`config.mk`:
```
export PLATFORM = sky130hd
export DESIGN_NAME = ascii_number_emitter_flat
export DESIGN_NICKNAME = d
export VERILOG_FILES = /design/src/rtl/ascii_number_emitter_if.sv /design/src/rtl/ascii_number_emitter.sv /design/src/flat_wrapper.sv
export SDC_FILE = /design/constraint.sdc
export NUM_CORES = 1
export LEC_CHECK = 0
export CORE_UTILIZATION = 55
export CTS_BUF_LIST = sky130_fd_sc_hd__clkbuf_16
export CTS_CLUSTER_SIZE = 24
export DETAILED_ROUTE_END_ITERATION = 6
export PLACE_DENSITY = 0.81
export SYNTH_ARGS = -nofsm -noshare
export SYNTH_HDL_FRONTEND = slang
export SYNTH_SLANG_ARGS = --single-unit
```
`constraint.sdc`:
```
create_clock -name clk -period 3.2 [get_ports clk]
set_input_delay 0.64 -clock clk [delete_from_list [all_inputs] [get_ports clk]]
set_output_delay 0.64 -clock clk [all_outputs]
set_load 0.02 [all_outputs]
```
`src/rtl/ascii_number_emitter_if.sv`:
```
// Handshake bundle between the number emitter and its downstream character consumer.
// The emitter is the stream source and takes the master modport.
interface ascii_number_emitter_if #(
    parameter int WIDTH = 16
);
    logic             start;
    logic [WIDTH-1:0] value;
    logic [7:0]       ascii_char;
    logic             valid;
    logic             ready;
    logic             busy;
    logic             done;

    modport master (
        input  start, value, ready,
        output ascii_char, valid, busy, done
    );

    modport slave (
        output start, value, ready,
        input  ascii_char, valid, busy, done
    );
endinterface

```
`src/rtl/ascii_number_emitter.sv`:
```
// Serial double-dabble binary-to-decimal converter that streams the result as NUL-terminated
// ASCII digits, most significant first, with leading zeros suppressed.
module ascii_number_emitter #(
    parameter int WIDTH  = 16,
    parameter int DIGITS = 5
) (
    input  logic                  clk,
    input  logic                  rst,
    ascii_number_emitter_if.master bus
);
    localparam int BCD_W = 4 * DIGITS;
    localparam int IDX_W = (DIGITS > 1) ? $clog2(DIGITS) : 1;
    localparam int CNT_W = $clog2(WIDTH + 1);
    localparam logic [CNT_W-1:0] CNT_LAST = CNT_W'(WIDTH - 1);

    typedef enum logic [2:0] {
        S_IDLE,
        S_CONVERT,
        S_LOCATE,
        S_SEND,
        S_TERM
    } state_t;

    state_t             state_r;
    logic [WIDTH-1:0]   bin_r;
    logic [BCD_W-1:0]   bcd_r;
    logic [CNT_W-1:0]   cnt_r;
    logic [IDX_W-1:0]   idx_r;
    logic [7:0]         ascii_char_r;
    logic               valid_r;
    logic               busy_r;
    logic               done_r;
    logic [BCD_W-1:0]   bcd_adj_s;
    logic [IDX_W-1:0]   msd_idx_s;

    // Double-dabble correction: any nibble >= 5 would overflow past 9 once doubled.
    function automatic logic [BCD_W-1:0] add3_all(input logic [BCD_W-1:0] bcd);
        logic [BCD_W-1:0] res;
        res = bcd;
        for (int d = 0; d < DIGITS; d++) begin
            if (bcd[d*4 +: 4] >= 4'd5) res[d*4 +: 4] = bcd[d*4 +: 4] + 4'd3;
            else                       res[d*4 +: 4] = bcd[d*4 +: 4];
        end
        return res;
    endfunction

    function automatic logic [IDX_W-1:0] msd_index(input logic [BCD_W-1:0] bcd);
        logic [IDX_W-1:0] idx;
        idx = {IDX_W{1'b0}};
        for (int d = 0; d < DIGITS; d++) begin
            if (bcd[d*4 +: 4] != 4'd0) idx = IDX_W'(d);
            else                       idx = idx;
        end
        return idx;
    endfunction

    function automatic logic [3:0] nibble_at(input logic [BCD_W-1:0] bcd,
                                             input logic [IDX_W-1:0] idx);
        logic [3:0] nib;
        nib = 4'd0;
        for (int d = 0; d < DIGITS; d++) begin
            if (idx == IDX_W'(d)) nib = bcd[d*4 +: 4];
            else                  nib = nib;
        end
        return nib;
    endfunction

    function automatic logic [7:0] to_ascii(input logic [3:0] nib);
        return 8'h30 + {4'h0, nib};
    endfunction

    assign bcd_adj_s = add3_all(bcd_r);
    assign msd_idx_s = msd_index(bcd_r);

    // Conversion and emission state machine; every output is a register.
    always_ff @(posedge clk) begin
        if (rst) begin
            state_r      <= S_IDLE;
            bin_r        <= {WIDTH{1'b0}};
            bcd_r        <= {BCD_W{1'b0}};
            cnt_r        <= {CNT_W{1'b0}};
            idx_r        <= {IDX_W{1'b0}};
            ascii_char_r <= 8'h00;
            valid_r      <= 1'b0;
            busy_r       <= 1'b0;
            done_r       <= 1'b0;
        end else begin
            done_r <= 1'b0;
            case (state_r)
                S_IDLE: begin
                    if (bus.start) begin
                        bin_r   <= bus.value;
                        bcd_r   <= {BCD_W{1'b0}};
                        cnt_r   <= {CNT_W{1'b0}};
                        busy_r  <= 1'b1;
                        state_r <= S_CONVERT;
                    end
                end
                S_CONVERT: begin
                    bcd_r <= {bcd_adj_s[BCD_W-2:0], bin_r[WIDTH-1]};
                    bin_r <= {bin_r[WIDTH-2:0], 1'b0};
                    cnt_r <= cnt_r + CNT_W'(1);
                    if (cnt_r == CNT_LAST) state_r <= S_LOCATE;
                end
                S_LOCATE: begin
                    // An all-zero register yields index 0, so zero still emits one '0'.
                    idx_r        <= msd_idx_s;
                    ascii_char_r <= to_ascii(nibble_at(bcd_r, msd_idx_s));
                    valid_r      <= 1'b1;
                    state_r      <= S_SEND;
                end
                S_SEND: begin
                    if (bus.ready) begin
                        if (idx_r == {IDX_W{1'b0}}) begin
                            ascii_char_r <= 8'h00;
                            state_r      <= S_TERM;
                        end else begin
                            idx_r        <= idx_r - IDX_W'(1);
                            ascii_char_r <= to_ascii(nibble_at(bcd_r, idx_r - IDX_W'(1)));
                        end
                    end
                end
                S_TERM: begin
                    if (bus.ready) begin
                        valid_r <= 1'b0;
                        busy_r  <= 1'b0;
                        done_r  <= 1'b1;
                        state_r <= S_IDLE;
                    end
                end
                default: begin
                    ascii_char_r <= 8'h00;
                    valid_r      <= 1'b0;
                    busy_r       <= 1'b0;
                    state_r      <= S_IDLE;
                end
            endcase
        end
    end

    assign bus.ascii_char = ascii_char_r;
    assign bus.valid      = valid_r;
    assign bus.busy       = busy_r;
    assign bus.done       = done_r;
endmodule
```
`src/flat_wrapper.sv`:
```
// flat-port wrapper written by rule: the top's interface ports become plain ports
module ascii_number_emitter_flat 
#(
    parameter int WIDTH  = 16,
    parameter int DIGITS = 5
)
  (clk, rst, bus_start, bus_value, bus_ready, bus_ascii_char, bus_valid, bus_busy, bus_done);
  ascii_number_emitter_if #(.WIDTH(WIDTH)) bus_i ();
  input  logic clk;
  input  logic rst;
  input wire logic [$bits(bus_i.start)-1:0] bus_start;
  input wire logic [$bits(bus_i.value)-1:0] bus_value;
  input wire logic [$bits(bus_i.ready)-1:0] bus_ready;
  output wire logic [$bits(bus_i.ascii_char)-1:0] bus_ascii_char;
  output wire logic [$bits(bus_i.valid)-1:0] bus_valid;
  output wire logic [$bits(bus_i.busy)-1:0] bus_busy;
  output wire logic [$bits(bus_i.done)-1:0] bus_done;
  assign bus_i.start = bus_start;
  assign bus_i.value = bus_value;
  assign bus_i.ready = bus_ready;
  assign bus_ascii_char = bus_i.ascii_char;
  assign bus_valid = bus_i.valid;
  assign bus_busy = bus_i.busy;
  assign bus_done = bus_i.done;
  ascii_number_emitter #(.WIDTH(WIDTH), .DIGITS(DIGITS)) u_core (.clk(clk), .rst(rst), .bus(bus_i));
endmodule
```
==> results of run 1 <==
layer usage:
layer	vias to the layer above	global-route usage (%)	wire length [µm]
met5	-	0	0
met4	0	8.18	136
met3	20	3.91	365
met2	90	37.9	3220
met1	1353	30.7	3320
li1	1454	-	-
through the flow:
step           worst slack [ns]  power [W]  instance area [µm²]
2_1_floorplan              1.48   0.000809                 3260
6_report                  0.943    0.00139                 3660
4_1_cts                   0.950    0.00139                 3660
3_3_place_gp              0.699   0.000846                 3510
5_1_grt                   0.743    0.00143                 3660
3_5_place_dp              0.643   0.000849                 3510
worst paths after layout:
kind | start | to | slack, ns
min | u_core.bin_r[9] | u_core.bin_r[9] | 0.46
max reg2reg | u_core.state_r[2] | u_core.bcd_r[19] | 0.94
max | u_core.state_r[2] | u_core.bcd_r[19] | 0.94
min reg2reg | u_core.bin_r[9] | u_core.bin_r[9] | 0.46
kinds of logic after synthesis:
kind of cell | count (synthesis) | synth area share, %
flops | 55 | 33.8
simple gates | 123 | 19.5
fa+ha+maj | 19 | 7.29
xor+xnor | 7 | 2.11
mux | 6 | 1.84
compound gates | 141 | 28.3
buf+inv | 48 | 7.10
other cells | 1 | 0.115
critical path, delay by kind of cell (launching register included):
family                 cells  cell delay [ns]
and+or+nand+nor            3             0.88
AOI/OAI and AO/OA          2             0.26
buffers and inverters      1             0.39
DFF                        1             0.66
power breakdown:
part           leakage [nW]  switching (W)  total (W)  internal, W
clock                0.0717       0.000258   0.000553     0.000295
sequential            0.446      0.0000148   0.000716     0.000701
combinational         0.851      0.0000690   0.000117    0.0000483
total                  1.37       0.000342    0.00139      0.00104
cell usage in the layout, fill, tap and decap left out, drive strengths merged, types with 2 or more instances in the layout:
cell and instances:
nand2b 8, a21o 3, conb 2, nor3 10, a211oi 3, ha 19, inv 22, a311oi 3
xnor2 6, o221ai 2, nand3 9, a31oi 3, o31ai 3, nor2 39, o211ai 3, and3b 4
mux2i 6, o21a 5, buf 5, a21oi 47, nor3b 3, nand2 34, dfxtp 55, clkdlybuf4s50 27
nor2b 5, and3 3, clkbuf 5, o21ai 26, and2 2, nand3b 3, a22oi 30, nor4 2
a221oi 3
final cells by class:
cell class,count,area (µm²),share of cell area [%]
Timing Repair Buffer,32,305,8.35
Multi-Input combinational cell,298,1930,52.8
Sequential cell,55,1100,30.1
Tap cell,72,90.1,2.46
Clock inverter,3,23.8,0.650
Inverter,21,78.8,2.16
Clock buffer,5,125,3.42
flip-flops by register name, summed over array words and instances (netlist names):
name,flops
u_core.bus.valid,1
u_core.bin_r,16
u_core.bcd_r,20
u_core.bus.ascii_char,5
u_core.state_r,3
u_core.idx_r,3
u_core.cnt_r,5
u_core.bus.busy,1
u_core.bus.done,1
==> flow_summary.yaml, run 1 <==
run_status:
  status: "completed"
placement:
  gp_congestion: 0.848
  placedCellCount: 478
  dpl.hpwl_um: 4820
  port_buffers: 28
sta:
  hold_viol_final: 0
  period_needed_ns: 2.26
  min_period_over_period_pct: 70.5
  setup_violations: 0
  hold_ws_ns: 0.456
  rsz0062_at_grt: "false"
  fin_skew_ns: 0.00892
  worstMarginPinSlew_ns: 0.681
  fmax_ghz: 0.443
  finalSetupTns_ns: 0
  slew_viol_final: 0
  maxSlewHeadroom_pct: 54.5
worst_setup_path:
  reg2regPathDepth: 6
  worstPathMaxFanout: 24
  cp.required_ns: 3.43
  slowest_stage: "dfxtp_1"
  critPathArrivalTime_ns: 2.48
  endpoint_kind: "register"
  criticalPathCategory: "reg2reg"
  max_stage_delay_ns: 0.66
  path_cells: "nor2_1, and2_2, nor2_2, buf_4, o21ai_1, a21oi_1"
  critPathLaunchType: "register"
global_routing:
  grt_pass1_vias: 2572
  grt_max_degree: 41
  grt_first_pass_wirelength_um: 11600
  grt_overflow: 0
  antenna_found_initial: 0
  globalRouteTotalUtil_pct: 23.2
die:
  fp.dieH_um: 79.0
  io_pins: 31
  dieArea_um2: 6240
  floorplan.initialDensity_pct: 58.1
  rows: 27
  coreArea_um2: 5610
  die_w_um: 79.0
clocking:
  clkSlewWorstSetupHoldPaths_ns: 0.07
  cts_buffer_depth: 2
  cts-resized-gates: 0
  numCtsBuffers: 5
  cts_setup_buffers: 0
  insertion_delay_ns: 0.30
  cts_tree: "yes"
  cts_sinks: 55
  htree_levels: 2
  holdBufCountCts: 0
  clockRootBuffer: "clkbuf_16"
detailed_routing:
  drt_iter0_drc: 199
  detail_route.wl_per_cell_um: 14.5
  routed_wl_um: 7040
  viasPerCell: 6.00
  first_pass_iters: 5
  ant_nets: 0
  drcViolationCount: 0
  num_vias: 2917
synth:
  netlist_top_cells_count: "dfxtp_1, a21oi_1, nor2_1"
  synth_most_common_cell: "dfxtp_1"
  synth_top_area_share_pct: 33.8
  syn_inst: 400
  synth_cell_type_count: 58
  yosys_warnings: 0
  synth-async-reset-ratio_pct: 0
  ys.flop_type: "dfxtp_1"
  yosysSeqAreaShare_pct: 33.8
  synthTopCellsByArea: "dfxtp_1, ha_1, a21oi_1"
  netlist_area_um2: 3260
  synth.avg_cell_area_um2: 8.15
  synth_edf_count: 0
  yosys_register_bits: 55
  synth_top_cell_by_area: "dfxtp_1"
layout:
  nFillCells: 482
  instances_no_fill: 486
  n_antenna_cell: 0
  area_growth_pct: 12.1
  post-route-util_pct: 65.2
  drive_above_1_share_pct: 7.25
  fin_nets: 452
run:
  drv_cap: 0
hold_path:
  hold_path_depth: 2
  hp-class: "reg2reg"
power_and_ir_drop:
  ir_drop_mv: 0.209
  p_leak_nw: 1.37
  p_per_area_nw_per_um2: 379
No activity file was read; power rests on OpenSTA's default activity.
==> run 2: changes to the inputs <==
- clock period: 3.2 -> 2.2 ns (I/O delays scaled with it)
==> flow_summary.yaml, run 2 (synthesis results as in run 1) <==
run_status:
  status: "completed"
layout:
  drive_above_1_share_pct: 7.91
  largest_reg_flops: 20
  mostFrequentLayoutCell: "dfxtp_1"
  top_regs: "u_core.bcd_r x20, u_core.bin_r x16"
  final_cell_mix: "dfxtp_1, a21oi_1, nor2_1"
  area_growth_pct: 13.4
  nFillCells: 494
  n_antenna_cell: 0
  fin_nets: 455
  top_register: "u_core.bcd_r"
worst_setup_path:
  cp_top_family: "compound AO/OA/AOI/OAI gates"
  cp.required_ns: 2.37
  path_cells: "inv_1, ha_1, nor3b_2, mux2i_1, a21oi_1, a21oi_1, o221ai_1"
  critPathLaunchType: "register"
  path_buf_inv: 1
  rr_startpoint: "u_core.bcd_r[5]"
  slowest_stage: "nor3b_2"
  critPathArrivalTime_ns: 2.20
  worstPathMaxFanout: 6
  endpoint_kind: "register"
  criticalPathCategory: "reg2reg"
  critical_path.startpoint: "u_core.bcd_r[5]"
  max_stage_delay_ns: 0.38
  crit_path_frequent_cell: "a21oi_1"
die:
  coreArea_um2: 5610
  io_pins: 31
  dieArea_um2: 6240
  fp.dieH_um: 79.0
  rows: 27
  die_w_um: 79.0
  floorplan.initialDensity_pct: 58.1
placement:
  gp_congestion: 0.837
  detailedPlace.worstSlack_ns: 0.147
  port_buffers: 28
  dpl.hpwl_um: 5060
sta:
  finalWorstSetupSlack_ns: 0.173
  hold_ws_ns: 0.455
  slew_viol_final: 0
  rsz0062_at_grt: "false"
  finalSetupTns_ns: 0
  setup_violations: 0
  fmax_ghz: 0.493
  period_needed_ns: 2.03
  hold_viol_final: 0
  min_period_over_period_pct: 92.1
  fin_skew_ns: 0.0120
global_routing:
  grt_max_degree: 40
  grt_overflow: 0
  globalRouteTotalUtil_pct: 24.7
  grt_pass1_vias: 2720
  grt_first_pass_wirelength_um: 12400
  antenna_found_initial: 0
clocking:
  clockRootBuffer: "clkbuf_16"
  cts_setup_buffers: 0
  cts_buffer_depth: 2
  cts_sinks: 55
  insertion_delay_ns: 0.30
  holdBufCountCts: 0
  numCtsBuffers: 5
  cts_tree: "yes"
  htree_levels: 2
  cts-resized-gates: 0
  clkSlewWorstSetupHoldPaths_ns: 0.08
power_and_ir_drop:
  swShare_pct: 25.7
  internal_power_w: 0.00154
  p_per_area_nw_per_um2: 561
  p_clk_share_pct: 41.0
  power.switching_w: 0.000532
  p_leak_nw: 1.39
  seq_power_share_pct: 50.1
  ir_drop_mv: 0.378
  pwr-share-comb_pct: 8.9
run:
  drv_cap: 0
detailed_routing:
  drcViolationCount: 0
  ant_nets: 0
  detail_route.wl_per_cell_um: 14.9
  viasPerCell: 6.13
  drt_iter0_drc: 241
  num_vias: 2996
  first_pass_iters: 4
  routed_wl_um: 7270
hold_path:
  hp-class: "reg2reg"
  min_from: "u_core.bin_r[14]"
## run 2: cell types whose count changed in the layout (fill, tap and decap cells not counted)
cell        previous run  this run
buf_4                  4         6
buf_12                 0         1
clkinv_2               1         0
clkinvlp_4             1         0
inv_6                  0         1
inv_8                  1         2
## run 2: per-layer routing
| metal | part of all wire [%] | GRT usage, % | vias to the layer above | routed length [µm] |
|---|---|---|---|---|
| met5 | 0 | 0 | - | 0 |
| met4 | 1.7 | 8.18 | 0 | 121 |
| met3 | 5.4 | 4.37 | 14 | 390 |
| met2 | 48 | 41.7 | 90 | 3510 |
| met1 | 45 | 31.8 | 1429 | 3250 |
| li1 | - | - | 1463 | - |
## run 2: worst register-to-register path, delay by kind of cell, from the launching register on
| kind | cells | cell delay [ns] |
|---|---|---|
| mux | 1 | 0.29 |
| compound gates | 3 | 0.51 |
| simple gates | 1 | 0.38 |
| buf+inv | 1 | 0.11 |
| flops | 1 | 0.36 |
| fa+ha+maj | 1 | 0.26 |
## run 2: power by group through the flow
stage	logic [W]	clock network (W)	registers (W)
2_1_floorplan	0.000120	0	0.00106
3_3_place_gp	0.000181	0	0.00106
3_5_place_dp	0.000184	0	0.00106
4_1_cts	0.000184	0.000856	0.00104
5_1_grt	0.000203	0.000892	0.00104
6_report	0.000184	0.000850	0.00104
## run 2: worst paths after layout
check | end | slack, ns | cells past startpoint
min | u_core.bin_r[14] | 0.46 | 2
max | u_core.bus.ascii_char[1] | 0.17 | 7
min reg2reg | u_core.bin_r[14] | 0.46 | 2
max reg2reg | u_core.bus.ascii_char[1] | 0.17 | 7
## run 2: layout make-up
type	count	area, µm²	area share [%]
Multi-Input combinational cell	298	1930	52.2
Inverter	21	78.8	2.13
Sequential cell	55	1100	29.8
Tap cell	72	90.1	2.44
Timing Repair Buffer	35	340	9.20
Clock buffer	5	125	3.38
Clock inverter	3	31.3	0.846
## run 2: through the flow
stage | util [%] | power, W | cells | cell area [µm²]
floorplan | - | 0.00118 | 401 | 3260
global placement | 63.2 | 0.00124 | 481 | 3540
detailed placement | 63.2 | 0.00125 | 481 | 3540
CTS | 66.0 | 0.00208 | 489 | 3700
global route | 66.0 | 0.00214 | 489 | 3700
finish | 66.0 | 0.00207 | 489 | 3700
==> run 3: changes to the inputs <==
- HOLD_SLACK_MARGIN: not set -> 0.1
- TNS_END_PERCENT: not set -> 30
==> results of run 3 <==
No change in the layout: final DEF, timing and power equal those of run 2.
